### src/rtl/hub75_pkg.sv
// Shared definitions for the HUB75 output conditioning stage:
// FSM state encoding and panel bus widths.
package hub75_pkg;

  localparam int HUB75_ROW_WIDTH = 4;
  localparam int HUB75_RGB_WIDTH = 3;

  typedef enum logic [1:0] {
    PASS      = 2'd0,
    PRE_BLANK = 2'd1,
    SWITCH    = 2'd2,
    SETTLE    = 2'd3
  } hub75_state_e;

endpackage

### src/rtl/hub75_pin_register.sv
// One aligned register stage for the pixel-side HUB75 pins (rgb, pixel clock, latch).
// Runs unconditionally so data timing never depends on the row-switch FSM.
module hub75_pin_register
  import hub75_pkg::*;
(
  input  logic                       clk,
  input  logic                       reset,
  input  logic [HUB75_RGB_WIDTH-1:0] rgb1_d,
  input  logic [HUB75_RGB_WIDTH-1:0] rgb2_d,
  input  logic                       clk_pixel_d,
  input  logic                       row_latch_d,
  output logic [HUB75_RGB_WIDTH-1:0] rgb1_q,
  output logic [HUB75_RGB_WIDTH-1:0] rgb2_q,
  output logic                       clk_pixel_q,
  output logic                       row_latch_q
);

  always_ff @(posedge clk or negedge reset) begin
    if (!reset) begin
      rgb1_q      <= '0;
      rgb2_q      <= '0;
      clk_pixel_q <= 1'b0;
      row_latch_q <= 1'b0;
    end else begin
      rgb1_q      <= rgb1_d;
      rgb2_q      <= rgb2_d;
      clk_pixel_q <= clk_pixel_d;
      row_latch_q <= row_latch_d;
    end
  end

endmodule

### src/rtl/hub75_row_deghost.sv
// HUB75 output stage: registers all panel pins and blanks #OE around every
// row-address change (pre-blank, switch, settle) to hide address-line skew.
module hub75_row_deghost
  import hub75_pkg::*;
#(
  parameter int                     TICKS_WIDTH      = 4,
  parameter logic [TICKS_WIDTH-1:0] BLANK_PRE_TICKS  = 4'd2,
  parameter logic [TICKS_WIDTH-1:0] ROW_SETTLE_TICKS = 4'd4
) (
  input  logic                       clk_in,
  input  logic                       reset,
  input  logic [HUB75_ROW_WIDTH-1:0] row_address_in,
  input  logic                       output_enable_in,
  input  logic                       row_latch_in,
  input  logic                       clk_pixel_in,
  input  logic [HUB75_RGB_WIDTH-1:0] rgb1_in,
  input  logic [HUB75_RGB_WIDTH-1:0] rgb2_in,
  output logic [HUB75_ROW_WIDTH-1:0] row_address_out,
  output logic                       oe_n_out,
  output logic                       row_latch_out,
  output logic                       clk_pixel_out,
  output logic [HUB75_RGB_WIDTH-1:0] rgb1_out,
  output logic [HUB75_RGB_WIDTH-1:0] rgb2_out,
  output logic                       blanking,
  output logic [7:0]                 row_switch_count,
  output hub75_state_e               state
);

  localparam logic [TICKS_WIDTH-1:0] TICK_ONE = {{(TICKS_WIDTH-1){1'b0}}, 1'b1};

  logic [TICKS_WIDTH-1:0] counter;
  logic                   row_changed;

  assign row_changed = (row_address_in != row_address_out);

  hub75_pin_register u_pin_register (
    .clk         (clk_in),
    .reset       (reset),
    .rgb1_d      (rgb1_in),
    .rgb2_d      (rgb2_in),
    .clk_pixel_d (clk_pixel_in),
    .row_latch_d (row_latch_in),
    .rgb1_q      (rgb1_out),
    .rgb2_q      (rgb2_out),
    .clk_pixel_q (clk_pixel_out),
    .row_latch_q (row_latch_out)
  );

  // oe_n_out and blanking are forced high on every edge taken outside PASS,
  // including the edge that returns to PASS; enable resumes one edge later.
  always_ff @(posedge clk_in or negedge reset) begin
    if (!reset) begin
      state            <= PASS;
      counter          <= '0;
      oe_n_out         <= 1'b1;
      row_address_out  <= '0;
      blanking         <= 1'b0;
      row_switch_count <= '0;
    end else begin
      case (state)
        PASS: begin
          if (row_changed) begin
            oe_n_out <= 1'b1;
            blanking <= 1'b1;
            if (BLANK_PRE_TICKS == '0) begin
              state   <= SWITCH;
              counter <= '0;
            end else begin
              state   <= PRE_BLANK;
              counter <= BLANK_PRE_TICKS;
            end
          end else begin
            oe_n_out <= ~output_enable_in;
            blanking <= 1'b0;
          end
        end

        PRE_BLANK: begin
          oe_n_out <= 1'b1;
          blanking <= 1'b1;
          if (counter <= TICK_ONE) begin
            state   <= SWITCH;
            counter <= '0;
          end else begin
            counter <= counter - TICK_ONE;
          end
        end

        SWITCH: begin
          oe_n_out        <= 1'b1;
          blanking        <= 1'b1;
          row_address_out <= row_address_in;
          if (row_switch_count != 8'hFF) begin
            row_switch_count <= row_switch_count + 8'd1;
          end
          if (ROW_SETTLE_TICKS == '0) begin
            state   <= PASS;
            counter <= '0;
          end else begin
            state   <= SETTLE;
            counter <= ROW_SETTLE_TICKS;
          end
        end

        SETTLE: begin
          oe_n_out <= 1'b1;
          blanking <= 1'b1;
          // A fresh request while settling restarts the whole blank sequence.
          if (row_changed) begin
            if (BLANK_PRE_TICKS == '0) begin
              state   <= SWITCH;
              counter <= '0;
            end else begin
              state   <= PRE_BLANK;
              counter <= BLANK_PRE_TICKS;
            end
          end else if (counter <= TICK_ONE) begin
            state   <= PASS;
            counter <= '0;
          end else begin
            counter <= counter - TICK_ONE;
          end
        end

        default: begin
          state    <= PASS;
          counter  <= '0;
          oe_n_out <= 1'b1;
        end
      endcase
    end
  end

endmodule

### config.mk
export PLATFORM = sky130hd
export DESIGN_NAME = hub75_row_deghost
export DESIGN_NICKNAME = d
export VERILOG_FILES = /design/src/rtl/hub75_pkg.sv /design/src/rtl/hub75_pin_register.sv /design/src/rtl/hub75_row_deghost.sv
export SDC_FILE = /design/constraint.sdc
export NUM_CORES = 1
export LEC_CHECK = 0
export BUFFER_PORTS_ARGS = -buffer_cell sky130_fd_sc_hd__buf_2
export CORE_MARGIN = 2
export CORE_UTILIZATION = 50
export DETAILED_ROUTE_END_ITERATION = 8
export PLACE_DENSITY = 0.77
export SLEW_MARGIN = 20
export SYNTH_ARGS = -nofsm -noshare
export SYNTH_HDL_FRONTEND = slang
export SYNTH_HIERARCHICAL = 1
export SYNTH_SLANG_ARGS = --single-unit
export TNS_END_PERCENT = 10
### constraint.sdc
create_clock -name clk_in -period 3.7 [get_ports clk_in]
set_input_delay 0.555 -clock clk_in [delete_from_list [all_inputs] [get_ports clk_in]]
set_output_delay 0.555 -clock clk_in [all_outputs]
set_load 0.005 [all_outputs]
==> results by stage, run 1 <==
Outcome:
- The flow ran to the end, and the final reports show no timing, DRC or antenna violations.

Pwr:
- The power per cell area is 738 nW/um^2.
- The portion of total power attributed to sequential cells is a little over two fifths.
- In this run the power spent charging and discharging nets is between 0.4 and 0.5 mW.
- Of the total power, the clock network draws ~13%.
- After layout, the design draws a total of roughly 1.1 mW.
- The peak supply drop is around 0.52 mV.
- The share of total power in combinational logic is between 40% and 50%.
- The design internal power is 0.701 mW.
- Of the total power, the share spent switching nets is about two fifths.
- The reported leakage power is about 0.76 nW.

Logic synthesis:
- The number of distinct library cells after synthesis is 32.
- In the synthesized netlist, the number of instances is 107.
- Yosys attributes the largest share of cell area to sky130_fd_sc_hd__dfrtp_1 (53%), sky130_fd_sc_hd__ha_1 (7.8%), sky130_fd_sc_hd__xor2_1 (4.8%).
- The number of warnings printed during yosys synthesis is 6.
- The synthesized design spends more area on one cell type than any other, namely sky130_fd_sc_hd__dfrtp_1.
- The total nets after synthesis is 130.
- In the synthesized netlist the async set-or-reset flop fraction comes to 100%.
- By instance count, the leading cell after synthesis is sky130_fd_sc_hd__dfrtp_1.
- Yosys mapped a number of flops with a built-in enable equal to 0.
- The share of synthesized area in the top cell type comes to around 53%.
- Among all flip-flop cells after synthesis, the most frequent one is sky130_fd_sc_hd__dfrtp_1.
- Sorting the synthesized cells by how often they occur yields sky130_fd_sc_hd__dfrtp_1 (27), sky130_fd_sc_hd__ha_1 (8), sky130_fd_sc_hd__nand2_1 (8).
- The netlist area before placement is around 1300 um^2.
- The number of register bits inferred by synthesis is 28.
- In this run the mean area of a mapped cell was around 12 um^2.
- The proportion of synthesized chip area in sequential cells is between 50% and 60%.

Setup path:
- The worst register-to-register path begins at counter[0].
- The largest fanout on the critical path is 5.
- The setup slack of the worst register-to-register path is around 1700 ps.
- The class of the most critical setup path is reg2reg.
- The endpoint kind of the worst setup timing path is a register.
- The arrival time of data at the critical path endpoint is 2230 ps.
- The critical register-to-register path endpoint is counter[2].
- The worst setup path is launched from a register.
- For the worst flop-to-flop path, the logic depth is 7.
- For the worst setup path, the data required time is approximately 3900 ps.

Clocking:
- The clock sink total is 28.
- The total of cells resized after clock tree synthesis is 0.
- The cell sitting at the root of the clock tree is a sky130_fd_sc_hd__clkbuf_4.
- The number of buffers inserted to repair setup after CTS is 0.
- Clock latency on the worst-skew pair, taken at its later pin, is between 300 and 400 ps.
- In this run the number of H-tree levels came out at 1.
- Clock tree synthesis inserted a total of 3 buffers.
- The clock transition at the registers of the reported paths is 140 ps.
- The CTS tree is yes.
- The clock passes through at most 2 buffers.
- The number of hold buffers added after CTS was 0.

Timing:
- Setup repair after global routing left no endpoint under its margin.
- The total count of max-transition violations in the final report is 0.
- The transition time of the tightest slew-check pin is between 600 and 700 ps.
- Setup violations remaining at the end of the flow were counted as 0.
- The remaining max-slew budget at the tightest pin is 59.6%.
- The post-route setup TNS is 0 ps.
- The smallest hold slack is between 200 and 250 ps.
- The portion of the clock cycle consumed by the worst path in the final layout is ~54%.
- The final-report hold violation count is 0.
- The maximum frequency from static timing analysis is about 500 MHz.
- For the final database, setup skew stands at 3.29 ps.
- The time the final worst path needs with I/O delays and setup is roughly 2000 ps.

Final layout:
- Cells with a size suffix above 1 make up between 30% and 40% of the layout.
- The final core utilization is between 60% and 70%.
- The net count of the finished layout is approximately 170.
- The diode insertion count for antenna repair is 0.
- The signed area change from the synthesized netlist to the final layout is 20.2%.

Floorplanning:
- Once the floorplan was initialized, standard cells occupied a little over half of the core.
- The number of placed I/O pins is 39.
- The die height is around 55 um.
- The placement row count is 18.
- The placeable core area is 2450 um^2.
- The chip width is around 55 um.
- The floorplan die area is between 2000 and 3000 um^2.

Place:
- The number of input and output port buffers inserted is 38.
- After legalization and detailed placement, the total HPWL measured roughly 1800 um.
- At the end of routability-driven placement, the weighted congestion stood at approximately 0.77.

Drt:
- The per-cell via count in the routed design is roughly 5.2.
- The post-route DRC violation count is 0.
- The violation count after the first detailed-routing iteration is 11.
- The count of vias placed by the detailed router is a little over 900.
- In the final routed layout, each cell accounts on average for roughly 13 um.
- The number of optimization iterations in the first detailed-route pass is 4.
- Once detail routing completed, the nets flagged for antenna violations numbered 0.
- The overall routed net length is ~2300 um.

GRT:
- The global routing usage summed across all routing layers is between 10% and 20%.
- The via count of the first global-routing pass came to between 800 and 900.
- The initial antenna violation count was 0.
- The first-pass GRT wire length is between 3000 and 4000 um.
- The pin count of the biggest net entering global routing is 29.
- The remaining global-route overflow is 0.

Min path:
- The worst hold path belongs to the class in2async.

Run:
- The tool flagged a number of max-cap violations equal to 0.
==> cell families after synthesis <==
kind of cell             count (synthesis)  synth area share (%)
AO/OA/AOI/OAI                           17                  9.63
XOR/XNOR                                10                  6.81
adder cells (fa/ha/maj)                  8                  7.78
buffers and inverters                    7                  2.04
flip-flops                              28                  54.6
multiplexers                             6                  5.16
AND/OR/NAND/NOR                         31                  14.0
==> how the worst max path moves through the flow <==
stage,startpoint,to,slack [ps],cells past startpoint
final,counter[0],counter[2],1710,7
after global routing,counter[0],counter[2],1640,7
after CTS,counter[0],counter[2],1700,7
after detailed placement,row_address_in[3],counter[2],1530,6
after global placement,row_address_in[3],counter[2],1590,6
after floorplan,row_address_in[3],counter[2],1780,5
==> area by class of cell <==
class                   instances  area (um^2)
clock buffers                   4         36.3
inverters                       6         22.5
well taps                      30         37.5
repair buffers                 38          190
fillers                       211          908
flip-flops and latches         28          702
multi-input cells              72          558
==> layout by cell type (no fill, tap or decap), types with 2 or more instances in the layout <==
| cell | count |
|---|---|
| sky130_fd_sc_hd__nand2b_1 | 2 |
| sky130_fd_sc_hd__or2_2 | 2 |
| sky130_fd_sc_hd__xor2_1 | 7 |
| sky130_fd_sc_hd__nand3_1 | 4 |
| sky130_fd_sc_hd__o31ai_1 | 4 |
| sky130_fd_sc_hd__o21ai_0 | 2 |
| sky130_fd_sc_hd__buf_2 | 38 |
| sky130_fd_sc_hd__nand2_1 | 8 |
| sky130_fd_sc_hd__dfrtp_1 | 27 |
| sky130_fd_sc_hd__inv_1 | 6 |
| sky130_fd_sc_hd__clkbuf_4 | 3 |
| sky130_fd_sc_hd__nor2_1 | 3 |
| sky130_fd_sc_hd__nor3_1 | 3 |
| sky130_fd_sc_hd__nand4_1 | 3 |
| sky130_fd_sc_hd__ha_1 | 8 |
| sky130_fd_sc_hd__a21oi_1 | 4 |
| sky130_fd_sc_hd__mux2_2 | 5 |
| sky130_fd_sc_hd__xnor2_1 | 3 |
==> critical path, stage by stage, from the launching register on <==
cell and delay, ps:
sky130_fd_sc_hd__dfrtp_1 430, sky130_fd_sc_hd__inv_1 60, sky130_fd_sc_hd__ha_1 220, sky130_fd_sc_hd__nor2_1 140, sky130_fd_sc_hd__o32ai_1 120, sky130_fd_sc_hd__or2_2 330
sky130_fd_sc_hd__or4b_1 500, sky130_fd_sc_hd__o311ai_2 90
==> per-stage QoR <==
| stage | setup WS, ps | area [um^2] | std cells |
|---|---|---|---|
| finish | 1710 | 1550 | 178 |
| global route | 1640 | 1550 | 178 |
| CTS | 1700 | 1550 | 178 |
| detailed placement | 1530 | 1510 | 174 |
| global placement | 1590 | 1510 | 174 |
| floorplan | 1780 | 1290 | 107 |
==> registers in the layout, indices dropped and copies added, names as in the netlist <==
| register | count |
|---|---|
| row_switch_count | 8 |
| counter | 4 |
| row_address_out | 4 |
| u_pin_register/rgb1_q | 3 |
| u_pin_register/rgb2_q | 3 |
| state | 2 |
| blanking | 1 |
| oe_n_out | 1 |
| u_pin_register/clk_pixel_q | 1 |
| u_pin_register/row_latch_q | 1 |
==> per-layer routing <==
metal	vias to the layer above	GRT usage [%]	wire, um
li1	459	-	-
met1	452	18.9	941
met2	17	31.0	1210
met3	5	4.92	99
met4	0	8.75	47
met5	-	0	0
==> power by group through the flow <==
stage	Clock [mW]	Combinational, mW	Sequential (mW)
detailed placement	0	0.519	0.489
CTS	0.153	0.518	0.484
global route	0.163	0.575	0.500
finish	0.147	0.510	0.485
floorplan	0	0.361	0.484
global placement	0	0.495	0.483
Note: power is estimated with default switching activity, not from simulation.
==> run 2: changes to the inputs <==
--- a/config.mk
+++ b/config.mk
@@ -7,9 +7,9 @@
 export LEC_CHECK = 0
 export BUFFER_PORTS_ARGS = -buffer_cell sky130_fd_sc_hd__buf_2
 export CORE_MARGIN = 2
-export CORE_UTILIZATION = 50
+export CORE_UTILIZATION = 45
 export DETAILED_ROUTE_END_ITERATION = 8
-export PLACE_DENSITY = 0.77
+export PLACE_DENSITY = 0.73
 export SLEW_MARGIN = 20
 export SYNTH_ARGS = -nofsm -noshare
 export SYNTH_HDL_FRONTEND = slang
==> constraint.sdc (replaced) <==
create_clock -name clk_in -period 1.65 [get_ports clk_in]
set_input_delay 0.2475 -clock clk_in [delete_from_list [all_inputs] [get_ports clk_in]]
set_output_delay 0.2475 -clock clk_in [all_outputs]
set_load 0.005 [all_outputs]
==> results by stage, run 2 (synthesized netlist as in run 1, its figures left out) <==
Place:
- The number of input and output port buffers inserted is 38 (unchanged).
- The global placer's final weighted congestion is 0.758 (-2.1%).
- The area of placed instances is 1680 um^2 (+12%).
- The post-placement worst setup slack is -143 ps (-1670 ps).
- The post-DP HPWL is 2050 um (+16%).

GRT:
- The pin count of the biggest net entering global routing is 29 (unchanged).
- The remaining global-route overflow came to 0 (unchanged).
- The global routing usage summed across all routing layers is 16.8% (-0.77 points).
- The initial antenna violation count is 0 (unchanged).
- The first-pass GRT wire length was 4280 um (+19%).
- The via count of the first global-routing pass is 1009 (+18%).

Pwr:
- The power per cell area is 1700 nW/um^2 (+130%).
- The reported leakage power is 0.907 nW (+19%).
- The peak supply drop is 1.15 mV (+120%).

Drt:
- The per-cell via count in the routed design is 4.99 (-4.8%).
- The average wire length per cell after detail routing is 13.0 um (+0.65%).
- The highest metal layer with signal wires is met4.
- The count of vias placed by the detailed router is 1033 (+11%).
- The number of routed nets with antenna violations is 0 (unchanged).
- The post-route DRC violation count came to 0 (unchanged).
- The length of routed wiring on met1 is 1130 um (+20%).
- The detailed route wirelength on metal3 came to 79 um (-20%).
- The number of optimization iterations in the first detailed-route pass came to 4 (unchanged).
- The wire length on met2 is 1440 um (+19%).
- The violation count after the first detailed-routing iteration came to 41 (+30).
- The overall routed net length is 2690 um (+17%).

Final layout:
- The final core utilization is 68.0% (+5.0 points).
- The most common cell after layout, fill and taps aside is sky130_fd_sc_hd__buf_2.
- The signed area change from the synthesized netlist to the final layout is 44.6%.
- The diode insertion count for antenna repair is 0 (unchanged).
- The register bank with the most flops is row_switch_count.
- In the final layout, the registers with the most flip-flops are row_switch_count x8, counter x4, row_address_out x4.
- The share of final-layout standard cells stronger than drive strength 1 is 53.4% (+16 points).
- The top cell types in the final layout, fill and taps aside, are sky130_fd_sc_hd__buf_2 (38), sky130_fd_sc_hd__dfrtp_1 (27), sky130_fd_sc_hd__buf_4 (24), sky130_fd_sc_hd__nand2_1 (8), sky130_fd_sc_hd__inv_1 (6).
- The filler cell count is 201 (-4.7%).
- The net count of the finished layout was 200 (+16%).
- The number of flip-flops under the largest register name is 8 (unchanged).
- The final standard cell area without fillers is 1860 um^2 (+20%).

Clocking:
- The total clock buffers created by CTS is 3 (unchanged).
- The tree is rooted in a sky130_fd_sc_hd__clkbuf_4.
- The clock tree buffer depth was 2 (unchanged).
- The insertion delay of the later-clocked pin in the worst-skew pair is 320 ps (about the same).
- The clock sink total is 28 (unchanged).
- The deepest level of the CTS H-tree is 1 (unchanged).
- TritonCTS built the clock tree.
- The clock transition at the registers of the reported paths came to 140 ps (about the same).

Setup path:
- The required arrival time at the worst endpoint is 1890 ps (-2050 ps).
- In this run the critical register-to-register path is launched from counter[0].
- The arrival time of data at the critical path endpoint is 1990 ps (-240 ps).
- The critical path's largest stage delay was 510 ps (about the same).
- The cell class contributing the biggest share of worst-path delay is simple AND/OR/NAND/NOR gates.
- STA classifies the critical path startpoint as a register.
- The largest fanout on the critical path is 3 (-2).
- The number of buffer and inverter stages on the critical path is 1 (unchanged).
- The endpoint kind of the worst setup timing path is a register.
- The critical path starts at counter[0].
- The signal on the critical path passes through inv_1 -> ha_2 -> nor2_4 -> o32ai_2 -> or2_4 -> or4b_4 -> o311ai_2.
- The worst setup path is of the reg2reg kind.
- The slowest stage cell on the critical path is sky130_fd_sc_hd__or4b_4.

Timing:
- The transition time of the tightest slew-check pin is 606 ps (-0.341 ps).
- The smallest hold slack is 27.8 ps (-179 ps).
- The clock skew came to 5.03 ps (+1.74 ps).
- The final number of setup-violating endpoints came to 3 (+3).
- The final-report hold violation count came to 0 (unchanged).
- Setup repair after global routing could not meet its margin everywhere.
- The maximum frequency from static timing analysis was 569 MHz (+13%).
- The total count of max-transition violations in the final report is 0 (unchanged).
- The portion of the clock cycle consumed by the worst path in the final layout was 106% (+53 points).
- The time the final worst path needs with I/O delays and setup is 1760 ps (-233 ps).
- The final worst-path setup slack is -107 ps (-1820 ps).
- The remaining max-slew budget at the tightest pin is 59.6% (about the same).

Outcome:
- The final reports fail on setup timing.
- The flow ran to the end, but the final reports show violations.

Floorplanning:
- The die height came to 57.5 um (+5.0%).
- The initial standard-cell utilization of the core came to 47.0% (-5.3 points).
- The floorplan die area is 3300 um^2 (+10%).
- The placeable core area is 2730 um^2 (+11%).
- The chip width is 57.5 um (+5.0%).
- The number of placed I/O pins is 39 (unchanged).
- The placement row count is 19 (+1).

Run:
- The number of maximum-capacitance constraint violations is 0 (unchanged).

Min path:
- The type of the most critical hold path is in2reg.
- The startpoint identified for the worst hold timing path is rgb2_in[0].
-- run 2: cell count changes in the layout (fill, tap and decap cells not counted), sizes merged --
cell,delta
buf,+24
dlygate4sd3,+4
-- run 2: routing by layer --
metal | vias up | track usage, %
met5 | - | 0
li1 | 506 | -
met2 | 22 | 30.7
met1 | 501 | 19.9
met4 | 0 | 5.32
met3 | 4 | 2.72
-- run 2: final timing paths --
| kind | endpoint | slack, ps | depth (start not counted) |
|---|---|---|---|
| setup reg to reg | counter[2] | -110 | 7 |
| hold / removal | u_pin_register/rgb2_q[0] | 30 | 1 |
| setup / recovery | counter[2] | -110 | 7 |
| hold reg to reg | row_switch_count[7] | 520 | 1 |
| min in group asynchronous | counter[2] | 450 | 2 |
| max in group asynchronous | row_switch_count[2] | 800 | 2 |
-- run 2: layout make-up --
| class | count | area [um^2] | share of cell area [%] |
|---|---|---|---|
| sequential | 28 | 702 | 37.8 |
| multi-input combinational | 72 | 649 | 34.9 |
| clock buffer | 4 | 36.3 | 1.95 |
| timing repair buffer | 66 | 410 | 22.1 |
| tap | 31 | 38.8 | 2.09 |
| inverter | 6 | 22.5 | 1.21 |
-- run 2: power breakdown --
group	total, mW	leakage, nW	internal, mW	switching (mW)
clock network	0.320	0.0210	0.135	0.185
registers	1.08	0.339	0.879	0.199
logic	1.76	0.547	0.971	0.791
total	3.16	0.907	1.99	1.17
-- run 2: worst reg2reg max path, delay by kind of cell, from the launching register on --
kind            cells  cell delay (ps)
compound gates      2              180
fa+ha+maj           1              200
buf+inv             1               60
flops               1              400
simple gates        3              850
-- run 2: through the flow --
stage                     setup TNS (ps)  power (mW)  instances
after global placement              -338        2.60        196
after global routing                -597        3.41        207
after detailed placement            -413        2.68        196
final                               -250        3.16        207
after CTS                           -275        3.16        204
after floorplan                     -252        1.94        107
-- run 2: timing repair --
item | 4_1_cts | 5_1_grt
hold buffers | 1 | 3
resized for setup | 11 | 4
pin swaps | 4 | 2
endpoints found under the hold margin | 27 | 3
buffers inserted | 3 | 0
endpoints found under the setup margin | 5 | 9
